File: src/rtl/platform_spawner.sv
// Seeds the platform LFSR on game start, samples one value per rnd_tick high period,
// filters off-screen and too-close samples, and queues screen x-positions in a show-ahead FIFO.
module platform_spawner #(
   parameter int DEPTH    = 4,
   parameter int MAX_X    = 448,
   parameter int X_OFFSET = 64,
   parameter int MIN_SEP  = 32
) (
   input  logic       Clk,
   input  logic       Reset,
   input  logic       start,
   output logic [8:0] seed,
   output logic       seed_load,
   input  logic [8:0] rnd,
   input  logic       rnd_tick,
   input  logic       pop,
   output logic       plat_valid,
   output logic [9:0] plat_x,
   output logic [3:0] count,
   output logic       reject
);

   localparam int PW = (DEPTH > 1) ? $clog2(DEPTH) : 1;
   localparam logic [9:0] MAX_X_W   = 10'(MAX_X);
   localparam logic [9:0] X_OFF_W   = 10'(X_OFFSET);
   localparam logic [9:0] MIN_SEP_W = 10'(MIN_SEP);
   localparam logic [3:0] DEPTH_W   = 4'(DEPTH);

   typedef enum logic [1:0] {IDLE, SEED, RUN} state_t;

   state_t          state, state_nx;
   logic [8:0]      ent_cnt;
   logic            tick_d;
   logic            has_last;
   logic [8:0]      last;
   logic [PW-1:0]   rd_ptr, wr_ptr;
   logic [9:0]      mem [DEPTH];

   logic            restart, run_cyc, edge_hit, pop_ok;
   logic            in_range, sep_ok, room, accept;
   logic [9:0]      diff;

   always_ff @(posedge Clk or posedge Reset) begin
      if (Reset) state <= IDLE;
      else       state <= state_nx;
   end

   always_comb begin
      state_nx = state;
      case (state)
         IDLE:    if (start) state_nx = SEED;
         SEED:    state_nx = RUN;
         RUN:     if (start) state_nx = SEED;
         default: state_nx = IDLE;
      endcase
   end

   always_comb begin
      seed_load  = (state == SEED);
      plat_valid = (count != 4'd0);
      plat_x     = plat_valid ? mem[rd_ptr] : 10'd0;
   end

   // A start in RUN preempts both sampling and popping for that cycle.
   always_comb begin
      restart  = start && (state != SEED);
      run_cyc  = (state == RUN) && !start;
      edge_hit = run_cyc && rnd_tick && !tick_d;
      pop_ok   = run_cyc && pop && (count != 4'd0);
      diff     = (rnd >= last) ? ({1'b0, rnd} - {1'b0, last}) : ({1'b0, last} - {1'b0, rnd});
      in_range = ({1'b0, rnd} <= MAX_X_W);
      sep_ok   = !has_last || (diff >= MIN_SEP_W);
      room     = (count < DEPTH_W) || pop_ok;
      accept   = edge_hit && in_range && sep_ok && room;
   end

   always_ff @(posedge Clk or posedge Reset) begin
      if (Reset) begin
         ent_cnt <= 9'd0;
         seed    <= 9'd0;
         tick_d  <= 1'b0;
         reject  <= 1'b0;
      end else begin
         ent_cnt <= ent_cnt + 9'd1;
         reject  <= edge_hit && !accept;
         // Edge detector restarts after a seed so the first RUN cycle can sample.
         tick_d  <= (state == SEED) ? 1'b0 : rnd_tick;
         // 0x1FF is the LFSR lock-up state and must never be loaded.
         if (restart) seed <= (ent_cnt == 9'h1FF) ? 9'h001 : ent_cnt;
      end
   end

   always_ff @(posedge Clk or posedge Reset) begin
      if (Reset) begin
         rd_ptr   <= '0;
         wr_ptr   <= '0;
         count    <= 4'd0;
         has_last <= 1'b0;
         last     <= 9'd0;
         for (int i = 0; i < DEPTH; i++) mem[i] <= 10'd0;
      end else if (restart) begin
         rd_ptr   <= '0;
         wr_ptr   <= '0;
         count    <= 4'd0;
         has_last <= 1'b0;
      end else begin
         if (accept) begin
            mem[wr_ptr] <= X_OFF_W + {1'b0, rnd};
            wr_ptr      <= wr_ptr + 1'b1;
            last        <= rnd;
            has_last    <= 1'b1;
         end
         if (pop_ok) rd_ptr <= rd_ptr + 1'b1;
         count <= count + {3'd0, accept} - {3'd0, pop_ok};
      end
   end

endmodule

File: config.mk
export PLATFORM = sky130hd
export DESIGN_NAME = platform_spawner
export DESIGN_NICKNAME = d
export VERILOG_FILES = /design/src/rtl/platform_spawner.sv
export SDC_FILE = /design/constraint.sdc
export NUM_CORES = 1
export LEC_CHECK = 0
export BUFFER_PORTS_ARGS = -buffer_cell sky130_fd_sc_hd__buf_2
export CAP_MARGIN = 20
export CORE_MARGIN = 8
export CORE_UTILIZATION = 43
export DETAILED_ROUTE_END_ITERATION = 6
export GPL_ROUTABILITY_DRIVEN = 0
export GPL_TIMING_DRIVEN = 1
export MAX_ROUTING_LAYER = met4
export PLACE_DENSITY = 0.58
export SLEW_MARGIN = 20
export SYNTH_ARGS = -nofsm -noshare
export SYNTH_HDL_FRONTEND = slang
export SYNTH_SLANG_ARGS = --single-unit
File: constraint.sdc
create_clock -name Clk -period 4.26 [get_ports Clk]
set_clock_uncertainty 0.1 [all_clocks]
set_input_delay 0.639 -clock Clk [delete_from_list [all_inputs] [get_ports Clk]]
set_output_delay 0.639 -clock Clk [all_outputs]
set_load 0.01 [all_outputs]
# Word level (Yosys, flattened, before mapping)
# Cells that the tools add are included.
# totals
reg_bits	80
wordCells	79
# op_classes
n_addsub	8
order_cmp	7
eq_ne	5
mux	19
bitwise	3
n_reduce_logical	23
# op_table
op	n
10-bit 2-to-1 mux	5
40-bit bitwise mux	1
10-bit binary-select mux with 2-bit select	1
10-bit demux with 2-bit select	1
9-bit by 9-bit subtractor with 10-bit output	2
1-bit logical AND	11
7-bit by 9-bit adder with 10-bit output, first input constant	1
10-bit by 6-bit greater-or-equal comparator with 1-bit output, second input constant	1
2-bit 2-to-1 mux	5
9-bit by 1-bit adder with 9-bit output, second input constant	1
9-bit == test, second input constant	1
9-bit greater-or-equal comparator	1
9-bit less-or-equal comparator, second input constant	1
9-bit 2-to-1 mux	1
3-bit greater-or-equal comparator, second input constant	2
2-bit NOT with 3-bit output	2
2-bit by 1-bit adder with 2-bit output, second input constant	2
4-bit by 1-bit adder with 4-bit output	1
1-bit zero test	4
4-bit by 3-bit less-than comparator with 1-bit output, second input constant	1
4-bit 2-to-1 mux	1
2-bit by 1-bit inequality test with 1-bit output, second input constant	2
2-bit case mux with 2 select lines	1
2-bit nonzero test	2
11 further kinds	14

# Longest topological paths before layout
# Gate-level depths: netlist (run 1).
# depth
depth_word	10
ltp_mapped	18

# Worst setup path before layout (run 1)
# OpenSTA, ideal clock, no wires.
# synth_timing
kind	input -> register
start	input port rnd[4]
end	register count[1]
setup_time_ns	0.119
arrival_time_ns	3.510
path_slack_ns	0.531
cell_stages	15
cell_sequence	inv_1 ha_1 a21o_1 a31oi_1 nand2_1 or3_1 a2111o_1 buf_6 nand3_2 buf_6 ha_1 inv_1 ha_1 fa_1 and2_1
# synth_between
elab_chain_len	9
# synth_rtl
item	line_no	source
from (decl)	14	input logic [8:0] rnd,
9-bit by 9-bit subtractor with 10-bit output / 9-bit greater-or-equal comparator (equally long branches)	70	diff = (rnd >= last) ? ({1'b0, rnd} - {1'b0, last}) : ({1'b0, last} - {1'b0, rnd});
10-bit 2-to-1 mux	70	
10-bit by 6-bit greater-or-equal comparator with 1-bit output	72	sep_ok = !has_last || (diff >= MIN_SEP_W);
1-bit logical OR	72	
1-bit logical AND * (2 in series)	74	accept = edge_hit && in_range && sep_ok && room;
4-bit by 1-bit adder with 4-bit output *	114	count <= count + {3'd0, accept} - {3'd0, pop_ok};
4-bit by 1-bit subtractor with 4-bit output *	114	
4-bit 2-to-1 mux *	101	end else if (restart) begin
to (signal assigned)	114	
to (decl)	19	output logic [3:0] count,
# Every way passes the cells marked *; elsewhere a longest branch is shown, timed or not.
# A chain may end at the register's enable or synchronous reset.

# Worst setup path after layout (run 1)
# layout_timing
start	input port rnd[2]
end	register count[1]
# Same word-level chain as after synthesis.

==> metrics, run 1 <==
Mapped Cells 377; cts hold-fix bufs 0; IO Pins 40; post-CTS sizing 0; max incr delay on CP 0.50 ns; P_leak ~2.5 nW; pin count of the biggest net entering global routing 56; dpl cell area around 4800 um^2; Detail Route Antenna Nets 0; syn_area_per_cell 11.8 um^2; Synth Flop Type dfrtp_1; max frequency 281 MHz; CP dominant cell by count ha_1; Initial Util 43.7%; type of the worst min-delay path in2async; Worst setup EP type flop; #FFs+latches synth 80; Die Height 118 um; measured slew at the worst slew-check pin between 0.8 and 0.9 ns; Max Slew Vio Count 0; nets@finish 470; worst slack at placement about 0.37 ns; post-synthesis sequential area ratio 45.0%; WHS 0.106 ns; Worst Setup Path Type in2reg; clk_lat worst skew 0.35 ns; drt total wl 9.25 mm; via count 2,945; Fin. Hold Viols 0; cells along the critical path buf_2 > inv_1 > ha_1 > o21ai_1 > a31oi_1 > a2111oi_1 > o22ai_1 > a2111o_1 > nand3_2 > ha_1 > inv_1 > ha_1 > fa_1 > and2_1; Final HPWL DP 6.63 mm; Async SR Flop Fraction 100%; Max rail drop VDD 199 uV; clk sinks 80; yosys warns 0; Synth cell types 47; Pwr Density around 480 nW/um^2; first-pass GRT wire length 15.8 mm; RSZ-0062 raised after global routing false; root buf cell clkbuf_8; # setup viols final 0; CP max-delay cell a2111oi_1; CTS tree built; htree depth 3; Mapped Nets roughly 430; utilization after layout 48.8%; DR DRC count 0; area of the multi-input gates 2250 um^2; number of buffer and inverter stages on the critical path 3; average wire per standard cell approximately 16 um; GRT Total Usage about 14%; CP Max Fanout 7; die width 118 um; sequential standard cell area between 2000 and 2500 um^2; Worst-path clk slew approximately 0.08 ns; Final period util about 84%; # Max-Cap Violations 0; synthesis-to-finish area growth 11.8%; die area 13,900 um^2; Final WS setup about 0.70 ns; Final min period 3.56 ns; reg2reg setup slack 0.86 ns; fill count around 970; Post-synth EDFFs 0; Cell Rows 37; PortBufs 39; number of global-route vias before repair 3,174; Critical Path AT 3.70 ns; layout cell share with drive strength beyond 1 26.5%; CTS Buffer Depth 2; drt via density 5.23; worst path required time 4.40 ns; startpoint types primary input; Synth Cell Area 4450 um^2; Worst path top cell family by delay compound AO/OA/AOI/OAI gates; GRT Residual Overflow 0; # diodes 0; core footprint ~10,000 um^2; initial DRC count 137; Final TNS setup 0 ns; Slew headroom 43.9%; Finished Cell Area 4970 um^2; Num CTS Buffers 9; antenna violations before repair 0; Pre-antenna DRT Iters 4; Post-CTS Repair Setup Buffers 0; run status finished clean
flip-flops by register name, indices dropped and copies added, names as in the netlist:
register and cells:
tick_d 1, ent_cnt 9, rd_ptr 2, wr_ptr 2
last 9, count 4, seed 9, mem 40
reject 1, has_last 1, state 2
stage by stage:
stage,std cells,total power [mW]
2_1_floorplan,377,1.64
3_3_place_gp,546,1.87
3_5_place_dp,546,1.88
4_1_cts,562,2.39
5_1_grt,563,2.54
6_report,563,2.37
layout make-up:
class / instances / area share [%]
flip-flops and latches: 80 / 40.2
multi-input cells: 251 / 45.3
well taps: 136 / 3.42
repair buffers: 44 / 4.93
clock inverters: 3 / 0.352
clock buffers: 13 / 2.99
inverters: 36 / 2.74
cell usage in the layout (no fill, tap or decap), drive strengths merged, types with 3 or more instances in the layout:
| cell type | Yosys | final |
|---|---|---|
| nor3 | 4 | 4 |
| clkbuf | 4 | 13 |
| mux2i | 11 | 11 |
| dfrtp | 80 | 80 |
| and3 | 3 | 3 |
| a21oi | 10 | 10 |
| xnor2 | 9 | 9 |
| clkinv | 0 | 3 |
| xor2 | 4 | 4 |
| o21a | 3 | 3 |
| buf | 6 | 44 |
| and2 | 14 | 14 |
| ha | 31 | 31 |
| fa | 3 | 3 |
| o21ai | 13 | 13 |
| nand4 | 7 | 7 |
| nand2 | 23 | 23 |
| mux2 | 43 | 43 |
| a31oi | 4 | 4 |
| mux4 | 10 | 10 |
| inv | 36 | 35 |
| nand3 | 6 | 6 |
| nand2b | 10 | 10 |
| nor2 | 18 | 18 |
| a21o | 3 | 3 |
kinds of logic (layout without fill, tap and decap cells):
group / Yosys count / in the layout / share of synthesized area (%)
XOR/XNOR: 13 / 13 / 2.56
AND/OR/NAND/NOR: 92 / 92 / 12.3
AO/OA/AOI/OAI: 48 / 48 / 7.34
buffers and inverters: 46 / 96 / 4.30
adder cells (fa/ha/maj): 34 / 34 / 10.1
multiplexers: 64 / 64 / 18.4
flip-flops: 80 / 80 / 45.0
cells in the mapped netlist (2+ instances only):
cell / count / area [um^2]
nand4_1: 2 / 12.5
mux4_2: 10 / 225
nand2_1: 23 / 86.3
buf_6: 2 / 22.5
xor2_1: 4 / 35.0
a31oi_1: 4 / 25.0
clkbuf_1: 4 / 15.0
a21oi_1: 10 / 50.1
ha_1: 31 / 388
fa_1: 3 / 60.1
dfrtp_1: 80 / 2000
mux2_1: 5 / 56.3
and3_1: 3 / 18.8
mux2i_1: 11 / 110
nand3b_1: 2 / 15.0
nand3_1: 5 / 25.0
o21ai_0: 12 / 60.1
nand2b_1: 10 / 62.6
o21a_1: 3 / 22.5
nand4_4: 5 / 106
o2111ai_1: 2 / 17.5
xnor2_1: 9 / 78.8
mux2_2: 38 / 428
inv_1: 36 / 135
a221o_1: 2 / 20.0
nor2b_1: 2 / 12.5
buf_2: 3 / 15.0
o221ai_1: 2 / 17.5
nor3_1: 4 / 20.0
a21o_1: 3 / 22.5
and2_1: 14 / 87.6
nor2_1: 18 / 67.6
report_power, final:
group / internal, mW / switching [mW]
clock network: 0.227 / 0.274
registers: 0.875 / 0.0711
logic: 0.411 / 0.515
metal layers:
metal  up-vias  wire [um]  global-route usage, %  share of wire (%)
li1       1403          -                      -                  -
met1      1496       4500                   18.3                 49
met2        30       4300                   22.1                 47
met3        16        276                   2.69                3.0
met4         0        174                   6.24                1.9
met5         -          0                      -                  0
worst paths after layout:
| check | end | start | cells after the start |
|---|---|---|---|
| max | count[1] | rnd[2] | 14 |
| min | mem[12] | Reset | 2 |
| max reg2reg | count[1] | last[2] | 12 |
| min reg2reg | state[0] | state[0] | 1 |
| max in group asynchronous | reject | Reset | 4 |
| min in group Clk | state[0] | state[0] | 1 |
No activity file was read; power rests on OpenSTA's default activity.
==> inputs of run 2 (changes only) <==
- clock period: 4.26 -> 3.5 ns (I/O delays scaled with it)
==> run 2 against run 1 <==
Clock power is 27% higher. Flip-flop and latch count stayed put. Worst hold slack better by 0.13 ns. Via count is 1.2% higher. Wire length is 3.5% higher. Setup slack worse by 0.42 ns. Utilization is 1.9 points higher. Critical path depth stayed put. Critical endpoint is now count[3]. Die area stayed put.
==> metrics, run 2 (same netlist as run 1, synthesis figures left out) <==
run status finished clean; drt via density 5.11; startpoint types flop; sequential standard cell area 2000 um^2; Initial Util a little over two fifths; Pwr Density 585 nW/um^2; antenna violations before repair 0; clk_lat worst skew about 0.36 ns; GR peak layer met2; GR Util met3 2.97%; fill count approximately 930; Worst setup EP type flop; WHS 0.231 ns; Slew headroom a little under two fifths; GR Layer Usage met1 19.2%; reg2reg setup slack 0.28 ns; root buf cell clkbuf_8; met2 usage 24.0%; htree depth 3; die width approximately 120 um; Critical Path AT 3.35 ns; cts hold-fix bufs 0; number of global-route vias before repair 3,268; worst slack at placement -0.0620 ns; max incr delay on CP 0.45 ns; layout cell share with drive strength beyond 1 31.1%; core footprint 10,200 um^2; CTS Buffer Depth 2; Max Slew Vio Count 0; commonest non-fill, non-tap cell in the layout dfrtp_1; Worst-path clk slew 0.08 ns; CP Max Fanout 3; type of the worst min-delay path in2async; number of buffer and inverter stages on the critical path 1; via count 2,980; Final period util 91.9%; CTS tree built; Detail Route Antenna Nets 0; # setup viols final 0; first-pass GRT wire length 16.6 mm; average wire per standard cell 16.4 um; die area roughly 14,000 um^2; measured slew at the worst slew-check pin 0.933 ns; CP max-delay cell dfrtp_1; DR DRC count 0; Worst path top cell family by delay compound AO/OA/AOI/OAI gates; Worst Setup Path Type reg2reg; synthesis-to-finish area growth 16.1%; Fin. Hold Viols 0; clk sinks 80; worst path required time 3.63 ns; P_leak roughly 2.6 nW; cells along the critical path ha_4 > nor2b_1 > o2111ai_1 > nand2_1 > or3_1 > a2111o_1 > nand3_4 > ha_1 > inv_1 > ha_1 > a21o_1 > a21oi_1 > xnor2_1 > nor2_1; number of flip-flops in the largest register 40; Final min period 3.22 ns; pin count of the biggest net entering global routing 55; Pre-antenna DRT Iters 4; RSZ-0062 raised after global routing false; CP dominant cell by count ha_1; GRT Total Usage 15.3%; max frequency 311 MHz; drt total wl 9.58 mm; Final HPWL DP 7.06 mm; IO Pins 40; highest-count cells in the layout ignoring fill and taps dfrtp_1 (80), buf_2 (39), mux2_2 (38); Final WS setup 0.283 ns; Max rail drop VDD between 200 and 300 uV; initial DRC count around 140; Die Height 118 um; nets@finish 490; Cell Rows 37; Num CTS Buffers 9; Top reg by flops mem; GRT Residual Overflow 0; utilization after layout 50.7%; PortBufs 39; # Max-Cap Violations 0; area of the multi-input gates 2300 um^2; # diodes 0
-- run 2: where the power goes --
part | total [mW] | internal [mW] | switching (mW)
registers | 1.15 | 1.06 | 0.0899
logic | 1.23 | 0.589 | 0.643
clock network | 0.637 | 0.298 | 0.339
total | 3.02 | 1.95 | 1.07
-- run 2: layout make-up --
class	instances	area share [%]
clock inverters	2	0.266
multi-input cells	251	44.5
inverters	36	2.64
clock buffers	14	3.15
repair buffers	64	7.41
well taps	136	3.29
flip-flops and latches	80	38.8
-- run 2: metal layers --
metal  part of all wire (%)  vias to the layer above
li1                       -                     1445
met1                     47                     1480
met5                      0                        -
met3                    3.0                       13
met4                    1.5                        0
met2                     48                       42
-- run 2: path summary, 6_finish.rpt --
path / cells after the start / start / end
setup reg to reg: 14 / last[1] / count[3]
hold reg to reg: 1 / state[0] / state[0]
hold / removal: 2 / Reset / mem[22]
setup / recovery: 14 / last[1] / count[3]
min in group Clk: 2 / rnd_tick / tick_d
max in group asynchronous: 3 / Reset / state[0]
-- run 2: metrics by stage --
| step | area, um^2 | power [mW] | setup TNS (ns) | instances |
|---|---|---|---|---|
| after floorplan | 4500 | 2.02 | 0 | 377 |
| after global placement | 4990 | 2.39 | -0.0831 | 567 |
| after detailed placement | 4990 | 2.41 | -0.137 | 567 |
| after CTS | 5170 | 3.06 | 0 | 583 |
| after global routing | 5170 | 3.26 | 0 | 583 |
| final | 5170 | 3.02 | 0 | 583 |
-- run 2: repair_timing --
| item | CTS | global route |
|---|---|---|
| resized for setup | 0 | 1 |
| setup endpoints to repair | 0 | 1 |
| buffers inserted | 0 | 0 |
-- run 2: worst register-to-register path: stages, from the launching register on --
cell	delay [ns]
dfrtp_1	0.45
ha_4	0.27
nor2b_1	0.13
o2111ai_1	0.17
nand2_1	0.09
or3_1	0.36
a2111o_1	0.44
nand3_4	0.09
ha_1	0.14
inv_1	0.05
ha_1	0.27
a21o_1	0.16
a21oi_1	0.18
xnor2_1	0.14
nor2_1	0.06
